## src/rtl/lsu_pkg.sv

```systemverilog
// Shared types and constants for the load/store unit.
// States, access-size codes and the default memory timeout.
package lsu_pkg;

   typedef enum logic [1:0] {
      S_IDLE,
      S_WAIT,
      S_DONE
   } state_t;

   localparam logic [2:0] F3_B  = 3'b000;
   localparam logic [2:0] F3_H  = 3'b001;
   localparam logic [2:0] F3_W  = 3'b010;
   localparam logic [2:0] F3_BU = 3'b100;
   localparam logic [2:0] F3_HU = 3'b101;

   localparam int TIMEOUT_DEFAULT = 16;

endpackage

```

## src/rtl/load_store_unit_align.sv

```systemverilog
// Lane steering: byte enables, store replication, load extraction.
// Purely combinational; legality and alignment are decoded here too.
module lsu_align
   import lsu_pkg::*;
#(
   parameter int DATA_WIDTH = 32
) (
   input  logic [2:0]            funct3,
   input  logic [1:0]            offset,
   input  logic [DATA_WIDTH-1:0] store_data,
   input  logic [DATA_WIDTH-1:0] load_word,
   output logic [3:0]            be,
   output logic [DATA_WIDTH-1:0] store_lanes,
   output logic [DATA_WIDTH-1:0] load_data,
   output logic                  legal,
   output logic                  misaligned
);

   logic [7:0]  lb;
   logic [15:0] lh;

   assign lb = load_word[{offset, 3'b000} +: 8];
   assign lh = load_word[{offset[1], 4'b0000} +: 16];

   always_comb begin
      be          = 4'b0000;
      store_lanes = '0;
      load_data   = '0;
      legal       = 1'b1;
      misaligned  = 1'b0;
      case (funct3)
         F3_B, F3_BU: begin
            be          = 4'b0001 << offset;
            store_lanes = {(DATA_WIDTH/8){store_data[7:0]}};
            load_data   = (funct3 == F3_B)
                        ? {{(DATA_WIDTH-8){lb[7]}}, lb}
                        : {{(DATA_WIDTH-8){1'b0}}, lb};
         end
         F3_H, F3_HU: begin
            be          = 4'b0011 << {offset[1], 1'b0};
            store_lanes = {(DATA_WIDTH/16){store_data[15:0]}};
            load_data   = (funct3 == F3_H)
                        ? {{(DATA_WIDTH-16){lh[15]}}, lh}
                        : {{(DATA_WIDTH-16){1'b0}}, lh};
            misaligned  = offset[0];
         end
         F3_W: begin
            be          = 4'b1111;
            store_lanes = store_data;
            load_data   = load_word;
            misaligned  = (offset != 2'b00);
         end
         default: legal = 1'b0;
      endcase
   end

endmodule

```

## src/rtl/load_store_unit.sv

```systemverilog
// Memory-stage load/store unit: one bus access per request,
// stalling the pipeline until ack or timeout.
module load_store_unit
   import lsu_pkg::*;
#(
   parameter int ADDRESS_WIDTH  = 32,
   parameter int DATA_WIDTH     = 32,
   parameter int TIMEOUT_CYCLES = TIMEOUT_DEFAULT
) (
   input  logic                     clk,
   input  logic                     rst,
   input  logic                     MemReadM,
   input  logic                     MemWriteM,
   input  logic [2:0]               Funct3M,
   input  logic [ADDRESS_WIDTH-1:0] ALUResultM,
   input  logic [DATA_WIDTH-1:0]    WriteDataM,
   output logic [DATA_WIDTH-1:0]    ReadDataM,
   output logic                     StallM,
   output logic                     AccessErrM,
   output logic                     BusErrM,
   output logic                     mem_req,
   output logic                     mem_we,
   output logic [ADDRESS_WIDTH-1:0] mem_addr,
   output logic [3:0]               mem_be,
   output logic [DATA_WIDTH-1:0]    mem_wdata,
   input  logic [DATA_WIDTH-1:0]    mem_rdata,
   input  logic                     mem_ack
);

   localparam int CW = $clog2(TIMEOUT_CYCLES) + 1;

   state_t          state;
   logic [CW-1:0]   cnt;
   logic [2:0]      f3_q;
   logic [1:0]      off_q;
   logic            load_q;

   logic            req;
   logic            ok;
   logic [2:0]      sel_f3;
   logic [1:0]      sel_off;
   logic [3:0]      be;
   logic [DATA_WIDTH-1:0] lanes;
   logic [DATA_WIDTH-1:0] ldata;
   logic            legal;
   logic            misaligned;

   // Decoder sees the live request in IDLE, the latched one afterwards
   assign sel_f3  = (state == S_IDLE) ? Funct3M : f3_q;
   assign sel_off = (state == S_IDLE) ? ALUResultM[1:0] : off_q;

   lsu_align #(.DATA_WIDTH(DATA_WIDTH)) u_align (
      .funct3      (sel_f3),
      .offset      (sel_off),
      .store_data  (WriteDataM),
      .load_word   (mem_rdata),
      .be          (be),
      .store_lanes (lanes),
      .load_data   (ldata),
      .legal       (legal),
      .misaligned  (misaligned)
   );

   assign req    = MemReadM | MemWriteM;
   assign ok     = req & legal & ~misaligned;
   assign StallM = rst & (((state == S_IDLE) & ok) | (state == S_WAIT));

   always_ff @(posedge clk or negedge rst) begin
      if (!rst) begin
         state      <= S_IDLE;
         cnt        <= '0;
         f3_q       <= '0;
         off_q      <= '0;
         load_q     <= 1'b0;
         mem_req    <= 1'b0;
         mem_we     <= 1'b0;
         mem_addr   <= '0;
         mem_be     <= '0;
         mem_wdata  <= '0;
         ReadDataM  <= '0;
         AccessErrM <= 1'b0;
         BusErrM    <= 1'b0;
      end else begin
         AccessErrM <= 1'b0;
         BusErrM    <= 1'b0;
         case (state)
            S_IDLE: begin
               if (req && ok) begin
                  mem_req   <= 1'b1;
                  mem_we    <= MemWriteM;
                  mem_addr  <= {ALUResultM[ADDRESS_WIDTH-1:2], 2'b00};
                  mem_be    <= be;
                  mem_wdata <= lanes;
                  f3_q      <= Funct3M;
                  off_q     <= ALUResultM[1:0];
                  load_q    <= ~MemWriteM;
                  cnt       <= '0;
                  state     <= S_WAIT;
               end else if (req) begin
                  AccessErrM <= 1'b1;
               end
            end
            S_WAIT: begin
               if (mem_ack) begin
                  mem_req <= 1'b0;
                  mem_we  <= 1'b0;
                  if (load_q) ReadDataM <= ldata;
                  state   <= S_DONE;
               end else if (cnt == CW'(TIMEOUT_CYCLES - 1)) begin
                  mem_req   <= 1'b0;
                  mem_we    <= 1'b0;
                  BusErrM   <= 1'b1;
                  ReadDataM <= '0;
                  state     <= S_DONE;
               end else begin
                  cnt <= cnt + 1'b1;
               end
            end
            S_DONE: begin
               cnt   <= '0;
               state <= S_IDLE;
            end
            default: state <= S_IDLE;
         endcase
      end
   end

endmodule

```

## config.mk

```make
export PLATFORM = sky130hd
export DESIGN_NAME = load_store_unit
export DESIGN_NICKNAME = d
export VERILOG_FILES = /design/src/rtl/lsu_pkg.sv /design/src/rtl/load_store_unit_align.sv /design/src/rtl/load_store_unit.sv
export SDC_FILE = /design/constraint.sdc
export NUM_CORES = 1
export LEC_CHECK = 0
export CAP_MARGIN = 20
export CORE_MARGIN = 1
export CORE_UTILIZATION = 48
export DETAILED_ROUTE_END_ITERATION = 12
export PLACE_DENSITY = 0.86
export SYNTH_ARGS = -nofsm -noshare
export SYNTH_HDL_FRONTEND = slang
export SYNTH_SLANG_ARGS = --single-unit
export TNS_END_PERCENT = 10
```

## constraint.sdc

```tcl
create_clock -name clk -period 5.5 [get_ports clk]
set_clock_uncertainty 0.05 [all_clocks]
set_input_delay 0.825 -clock clk [delete_from_list [all_inputs] [get_ports clk]]
set_output_delay 0.825 -clock clk [all_outputs]
set_load 0.02 [all_outputs]
```

==> flow_summary_export.csv, run 1 <==
group,metric,value,unit
finish,nets,757,
worst_setup_path,cp.arrival,3.76,ns
floorplan,die_w,110,um
timing,slew_headroom,26.6,%
placement,io_buffers,206,
worst_setup_path,crit_path_start_kind,"flop",
yosys,async_reset_ff_share,100,%
power_and_ir_drop,p_total,5.11,mW
worst_setup_path,path_cells,"nor2_2, buf_4, o21a_1, o22ai_1, nor2_1, o211a_1, clkdlybuf4s50_1",
floorplan,dieHeight,110,um
route,first_pass_iters,8,
route,ant_nets,0,
finish,fin_cells,802,
route,vias,4915,
placement,pre_cts_ws,0.966,ns
worst_hold_path,hp-class,"reg -> reg",
yosys,synth_cell_types,54,
global_route,grt.overflow.total,0,
power_and_ir_drop,powerDensity,619,nW/um^2
global_route,first_global_vias,4898,
clock_network,cts_buffers,17,
finish,final_core_util,74.9,%
clock_network,ctsHoldBuffers,0,
yosys,yosys_register_bits,115,
global_route,grt_pass1_wl,25700,um
clock_network,cts_tree,"yes",
clock_network,root_buffer,"clkbuf_16",
worst_setup_path,required,4.62,ns
floorplan,io_pins,209,
floorplan,rows,38,
worst_setup_path,path_max_fanout,19,
route,drt-wirelength-per-cell,21.7,um
timing,slew_viol_final,0,
clock_network,cts_max_level,4,
timing,post-route-min-period,4.64,ns
worst_setup_path,crit_type,"reg -> out",
yosys,synth_flop_cell,"dfrtp_1",
timing,rsz0062_at_grt,"false",
clock_network,clk_latency,0.41,ns
worst_setup_path,reg2regPathDepth,7,
floorplan,fp.coreArea,11000,um^2
yosys,avgSynthCellArea,12.4,um^2
floorplan,initial_core_util,50.3,%
global_route,antenna_found_initial,0,
timing,hold_viol_final,0,
timing,setup_ws,0.864,ns
route,wl,17400,um
worst_setup_path,cpPeakStageDelay,0.64,ns
power_and_ir_drop,ir_worst_vdd,425,uV
power_and_ir_drop,p_leak,3.54,nW
yosys,synth_edf_count,0,
global_route,grt_max_degree,64,
placement,gp_congestion,0.899,
floorplan,dieArea,12000,um^2
timing,fin_setup_tns,0,ns
outcome,status,"complete, no violations",
finish,n_antenna_cell,0,
global_route,grtUsageTotal,28.9,%
timing,setup_viol_count_final,0,
placement,dp_hpwl,12300,um
timing,max_freq,0.216,GHz
finish,area.growth.synth_to_final,48.9,%
route,drt-initial-drc-count,479,
worst_setup_path,critPathSlowestCell,"nor2_1",
route,post_drt_via_cell_ratio,6.13,
clock_network,cts_num_sinks,115,
placement,post-place-cells,771,
yosys,syn_area,5550,um^2
clock_network,post-cts-setup-buffers,0,
timing,finalCritPeriodShare,84.3,%
timing,tightest_slew,1.10,ns
route,drc,0,
run,cap_violations,0,
yosys,ys_seq_area_share,51.9,%
finish,final_layout_size_suffix_gt1_share,17.8,%
clock_network,clkTransAtPathRegs,0.05,ns
yosys,yosysWarnings,0,
worst_setup_path,critPathCaptureType,"primary output",
yosys,synth_cells,446,
clock_network,ctsResizeCount,0,
clock_network,clockBufferDepth,2,
worst_hold_path,hold_depth,2,
-- power by group --
| part | total [mW] | internal, mW | switching (mW) |
|---|---|---|---|
| logic | 2.64 | 1.31 | 1.33 |
| clock network | 1.03 | 0.672 | 0.362 |
| registers | 1.44 | 1.20 | 0.244 |
| total | 5.11 | 3.18 | 1.93 |
-- layout make-up --
class,count,area (um^2)
clock buffers,25,505
clock inverters,5,50.0
fillers,742,2770
inverters,6,22.5
multi-input cells,294,2480
flip-flops and latches,115,2880
well taps,140,175
repair buffers,217,2150
-- through the flow --
step / hold slack [ns] / instance area, um^2
after global routing: 0.470 / 8260
after floorplan: 0.423 / 5550
after detailed placement: 0.442 / 7700
after CTS: 0.453 / 8260
final: 0.451 / 8260
after global placement: 0.413 / 7680
-- cell usage in the layout (no fill, tap or decap), types with 2 or more instances in the layout --
| cell | netlist | layout |
|---|---|---|
| clkdlybuf4s50_1 | 0 | 205 |
| dfrtp_1 | 115 | 115 |
| mux2_2 | 39 | 39 |
| nand2_1 | 37 | 37 |
| mux2_4 | 27 | 27 |
| a222oi_1 | 23 | 23 |
| a31oi_1 | 18 | 18 |
| clkbuf_16 | 0 | 17 |
| a221o_1 | 16 | 16 |
| a22oi_1 | 16 | 16 |
| a22o_1 | 16 | 16 |
| o22ai_1 | 10 | 10 |
| nor2_1 | 11 | 10 |
| buf_4 | 4 | 10 |
| a21oi_1 | 7 | 7 |
| a311o_1 | 7 | 7 |
| inv_1 | 6 | 6 |
| o21ai_0 | 6 | 6 |
| nand3_1 | 5 | 5 |
| clkbuf_8 | 0 | 5 |
| mux2i_1 | 4 | 4 |
| clkinv_2 | 0 | 4 |
| and3_1 | 3 | 3 |
| or4_1 | 3 | 3 |
| nand2b_1 | 3 | 3 |
| o21a_1 | 3 | 3 |
| nor3_1 | 3 | 3 |
| o21ai_1 | 3 | 3 |
| clkbuf_1 | 13 | 3 |
| o31ai_1 | 3 | 2 |
| or2_2 | 2 | 2 |
| a21o_1 | 2 | 2 |
| o31a_1 | 2 | 2 |
| xor2_1 | 2 | 2 |
| ha_1 | 2 | 2 |
| conb_1 | 1 | 2 |
| buf_6 | 4 | 2 |
-- worst paths after layout --
check / endpoint / slack [ns] / startpoint
setup / recovery: StallM / 0.86 / state[0]
hold / removal: mem_req / 0.45 / mem_req
setup reg to reg: mem_addr[24] / 1.91 / state[0]
hold reg to reg: mem_req / 0.45 / mem_req
max in group asynchronous: mem_wdata[19] / 3.57 / rst
min in group asynchronous: mem_be[1] / 0.54 / rst
-- worst max-delay path, delay by kind of cell (launching register included) --
kind	cells	cell delay, ns
buffers and inverters	2	0.94
flip-flops	1	0.58
AND/OR/NAND/NOR	2	1.18
AO/OA/AOI/OAI	3	0.63
-- per-layer routing --
layer | track usage [%] | vias to the layer above | wire length [um]
met5 | 0 | - | 0
met4 | 10.6 | 0 | 335
li1 | - | 2164 | -
met1 | 33.1 | 2435 | 6560
met3 | 10.7 | 32 | 1880
met2 | 49.1 | 284 | 8600
-- registers in the layout, indices dropped and copies added, names as in the netlist --
signal and flops:
mem_req 1, state 2, cnt 5, f3_q 3
mem_addr 30, mem_be 4, mem_wdata 32, AccessErrM 1
BusErrM 1, ReadDataM 32, load_q 1, off_q 2
mem_we 1
-- cells in the mapped netlist (11+ instances only) --
master    count  area, um^2
a222oi_1     23         230
a22o_1       16         140
a22oi_1      16         120
a31oi_1      18         113
mux2_4       27         405
nor2_1       11        41.3
clkbuf_1     13        48.8
dfrtp_1     115        2880
nand2_1      37         139
a221o_1      16         160
mux2_2       39         439
-- cell families (layout without fill, tap and decap cells) --
family,count (synthesis),after routing,share of synthesized area (%)
other cells,1,2,0.0676
compound gates,143,143,21.1
xor+xnor,2,2,0.316
fa+ha+maj,2,2,0.451
simple gates,75,75,6.67
buf+inv,38,253,3.61
flops,115,115,51.9
mux,70,70,15.9
Power figures use the tool's default switching activity.
==> run 2: changes to the inputs <==
--- a/config.mk
+++ b/config.mk
@@ -7,9 +7,9 @@
 export LEC_CHECK = 0
 export CAP_MARGIN = 20
 export CORE_MARGIN = 1
-export CORE_UTILIZATION = 48
+export CORE_UTILIZATION = 45
 export DETAILED_ROUTE_END_ITERATION = 12
-export PLACE_DENSITY = 0.86
+export PLACE_DENSITY = 0.81
 export SYNTH_ARGS = -nofsm -noshare
 export SYNTH_HDL_FRONTEND = slang
 export SYNTH_SLANG_ARGS = --single-unit
==> constraint.sdc (replaced) <==
create_clock -name clk -period 4.59 [get_ports clk]
set_clock_uncertainty 0.05 [all_clocks]
set_input_delay 0.6885 -clock clk [delete_from_list [all_inputs] [get_ports clk]]
set_output_delay 0.6885 -clock clk [all_outputs]
set_load 0.02 [all_outputs]
==> run 2 against run 1 <==
  * Sequential cell count did not move
  * Die area rose by 6.5%
  * Global-route usage down 1.7 points
  * Largest cell class unchanged
  * Highest routed layer unchanged
  * Wire length down 1.4%
==> flow_summary_export.csv, run 2 (same netlist as run 1, synthesis figures left out) <==
group,metric,value,unit
route,drt-initial-drc-count,462,
timing,max_freq,0.257,GHz
worst_hold_path,hold_path_startpoint,"mem_req",
floorplan,fp.coreArea,12000,um^2
power_and_ir_drop,p_leak,3.56,nW
floorplan,dieHeight,113,um
timing,rsz0062_at_grt,"false",
worst_setup_path,critPathCaptureType,"primary output",
worst_setup_path,cp.arrival,3.15,ns
worst_hold_path,holdPathEnd,"mem_req",
worst_hold_path,hold_depth,2,
clock_network,clkTransAtPathRegs,0.05,ns
route,wl,17100,um
run,cap_violations,0,
finish,final_cell_mix,"clkdlybuf4s50_1 (205), dfrtp_1 (115), mux2_2 (39)",
worst_setup_path,r2r_end,"mem_addr[12]",
clock_network,cts_max_level,4,
outcome,status,"complete, no violations",
clock_network,cts_tree,"yes",
clock_network,clk_latency,0.41,ns
worst_setup_path,path_max_fanout,13,
timing,tightest_slew,0.952,ns
finish,final_common_cell,"clkdlybuf4s50_1",
global_route,grt_max_degree,64,
route,vias,4978,
floorplan,io_pins,209,
clock_network,root_buffer,"clkbuf_16",
finish,fin_cells,812,
worst_setup_path,reg2regPathDepth,7,
worst_setup_path,reg2reg_from,"state[0]",
finish,fillCellCount,852,
placement,io_buffers,206,
finish,n_antenna_cell,0,
placement,dp_hpwl,12100,um
clock_network,cts_num_sinks,115,
finish,nets,759,
clock_network,ctsResizeCount,0,
power_and_ir_drop,powerDensity,736,nW/um^2
clock_network,clockBufferDepth,2,
floorplan,die_w,113,um
route,drc,0,
power_and_ir_drop,ir_worst_vdd,290,uV
worst_setup_path,required,3.85,ns
clock_network,ctsHoldBuffers,0,
placement,placed_cell_area,7720,um^2
global_route,grt.overflow.total,0,
global_route,grtUsageTotal,27.2,%
finish,final_layout_size_suffix_gt1_share,17.9,%
global_route,grt_pass1_wl,26600,um
timing,post-route-min-period,3.89,ns
floorplan,dieArea,12800,um^2
finish,reg_top3,"ReadDataM x32, mem_wdata x32, mem_addr x30",
worst_setup_path,crit_path_start_kind,"input port",
clock_network,cts_buffers,17,
timing,slew_viol_final,0,
timing,hold_viol_final,0,
finish,fin_area,8310,um^2
finish,area.growth.synth_to_final,49.7,%
worst_setup_path,ff2ff_setup_slack,1.15,ns
clock_network,post-cts-setup-buffers,0,
route,ant_nets,0,
worst_setup_path,crit_type,"in -> out",
placement,post-place-cells,779,
worst_hold_path,hp-class,"reg -> reg",
timing,slew_headroom,36.2,%
placement,gp_congestion,0.926,
timing,fin_setup_tns,0,ns
timing,setup_viol_count_final,0,
global_route,antenna_found_initial,0,
floorplan,rows,40,
route,first_pass_iters,8,
route,drt-wirelength-per-cell,21.1,um
route,post_drt_via_cell_ratio,6.13,
timing,finalCritPeriodShare,84.7,%
floorplan,initial_core_util,46.2,%
global_route,first_global_vias,5044,
==> run 2: cell count changes in the layout (fill, tap and decap cells not counted) <==
cell	previous run	this run
clkbuf_8	5	4
buf_6	2	0
buf_12	0	1
buf_4	10	12
buf_16	0	1
clkbuf_1	3	5
==> run 2: how the worst max path moves through the flow <==
stage	startpoint	endpoint	cells after the start
2_1_floorplan	ALUResultM[1]	StallM	5
3_3_place_gp	Funct3M[0]	StallM	8
3_5_place_dp	Funct3M[0]	StallM	8
4_1_cts	Funct3M[0]	StallM	8
5_1_grt	state[0]	StallM	7
6_report	Funct3M[1]	StallM	8
==> run 2: per-layer routing <==
layer / up-vias / part of all wire [%] / global-route usage [%]
met5: - / 0 / 0
met4: 0 / 3.0 / 13.1
met3: 41 / 10 / 8.19
met2: 334 / 49 / 44.9
met1: 2415 / 38 / 32.5
li1: 2188 / - / -
==> run 2: layout make-up <==
type | count | area [um^2] | share of cell area, %
Inverter | 6 | 22.5 | 0.271
Tap cell | 147 | 184 | 2.21
Sequential cell | 115 | 2880 | 34.6
Multi-Input combinational cell | 294 | 2480 | 29.9
Timing Repair Buffer | 219 | 2190 | 26.4
Clock inverter | 5 | 50.0 | 0.603
Clock buffer | 26 | 499 | 6.01
==> run 2: through the flow <==
step	util, %	setup WS (ns)	power (mW)	hold slack [ns]
finish	69.1	0.700	6.12	0.437
floorplan	-	1.97	3.64	0.343
CTS	68.9	0.736	6.12	0.435
global route	69.1	0.626	6.41	0.463
global placement	64.2	0.812	4.78	0.411
detailed placement	64.3	0.750	4.87	0.423
==> run 2: critical path, stage by stage <==
cell and delay [ns]:
clkdlybuf4s50_1 0.50, or4b_1 0.56, o21a_1 0.20, o22ai_1 0.19, nor2_1 0.06, buf_4 0.18
o211a_1 0.22, clkdlybuf4s50_1 0.53
==> run 2: report_power, final <==
group          switching [mW]  internal [mW]  total, mW
clock network           0.428          0.794       1.22
registers               0.282           1.43       1.72
logic                    1.59           1.59       3.18
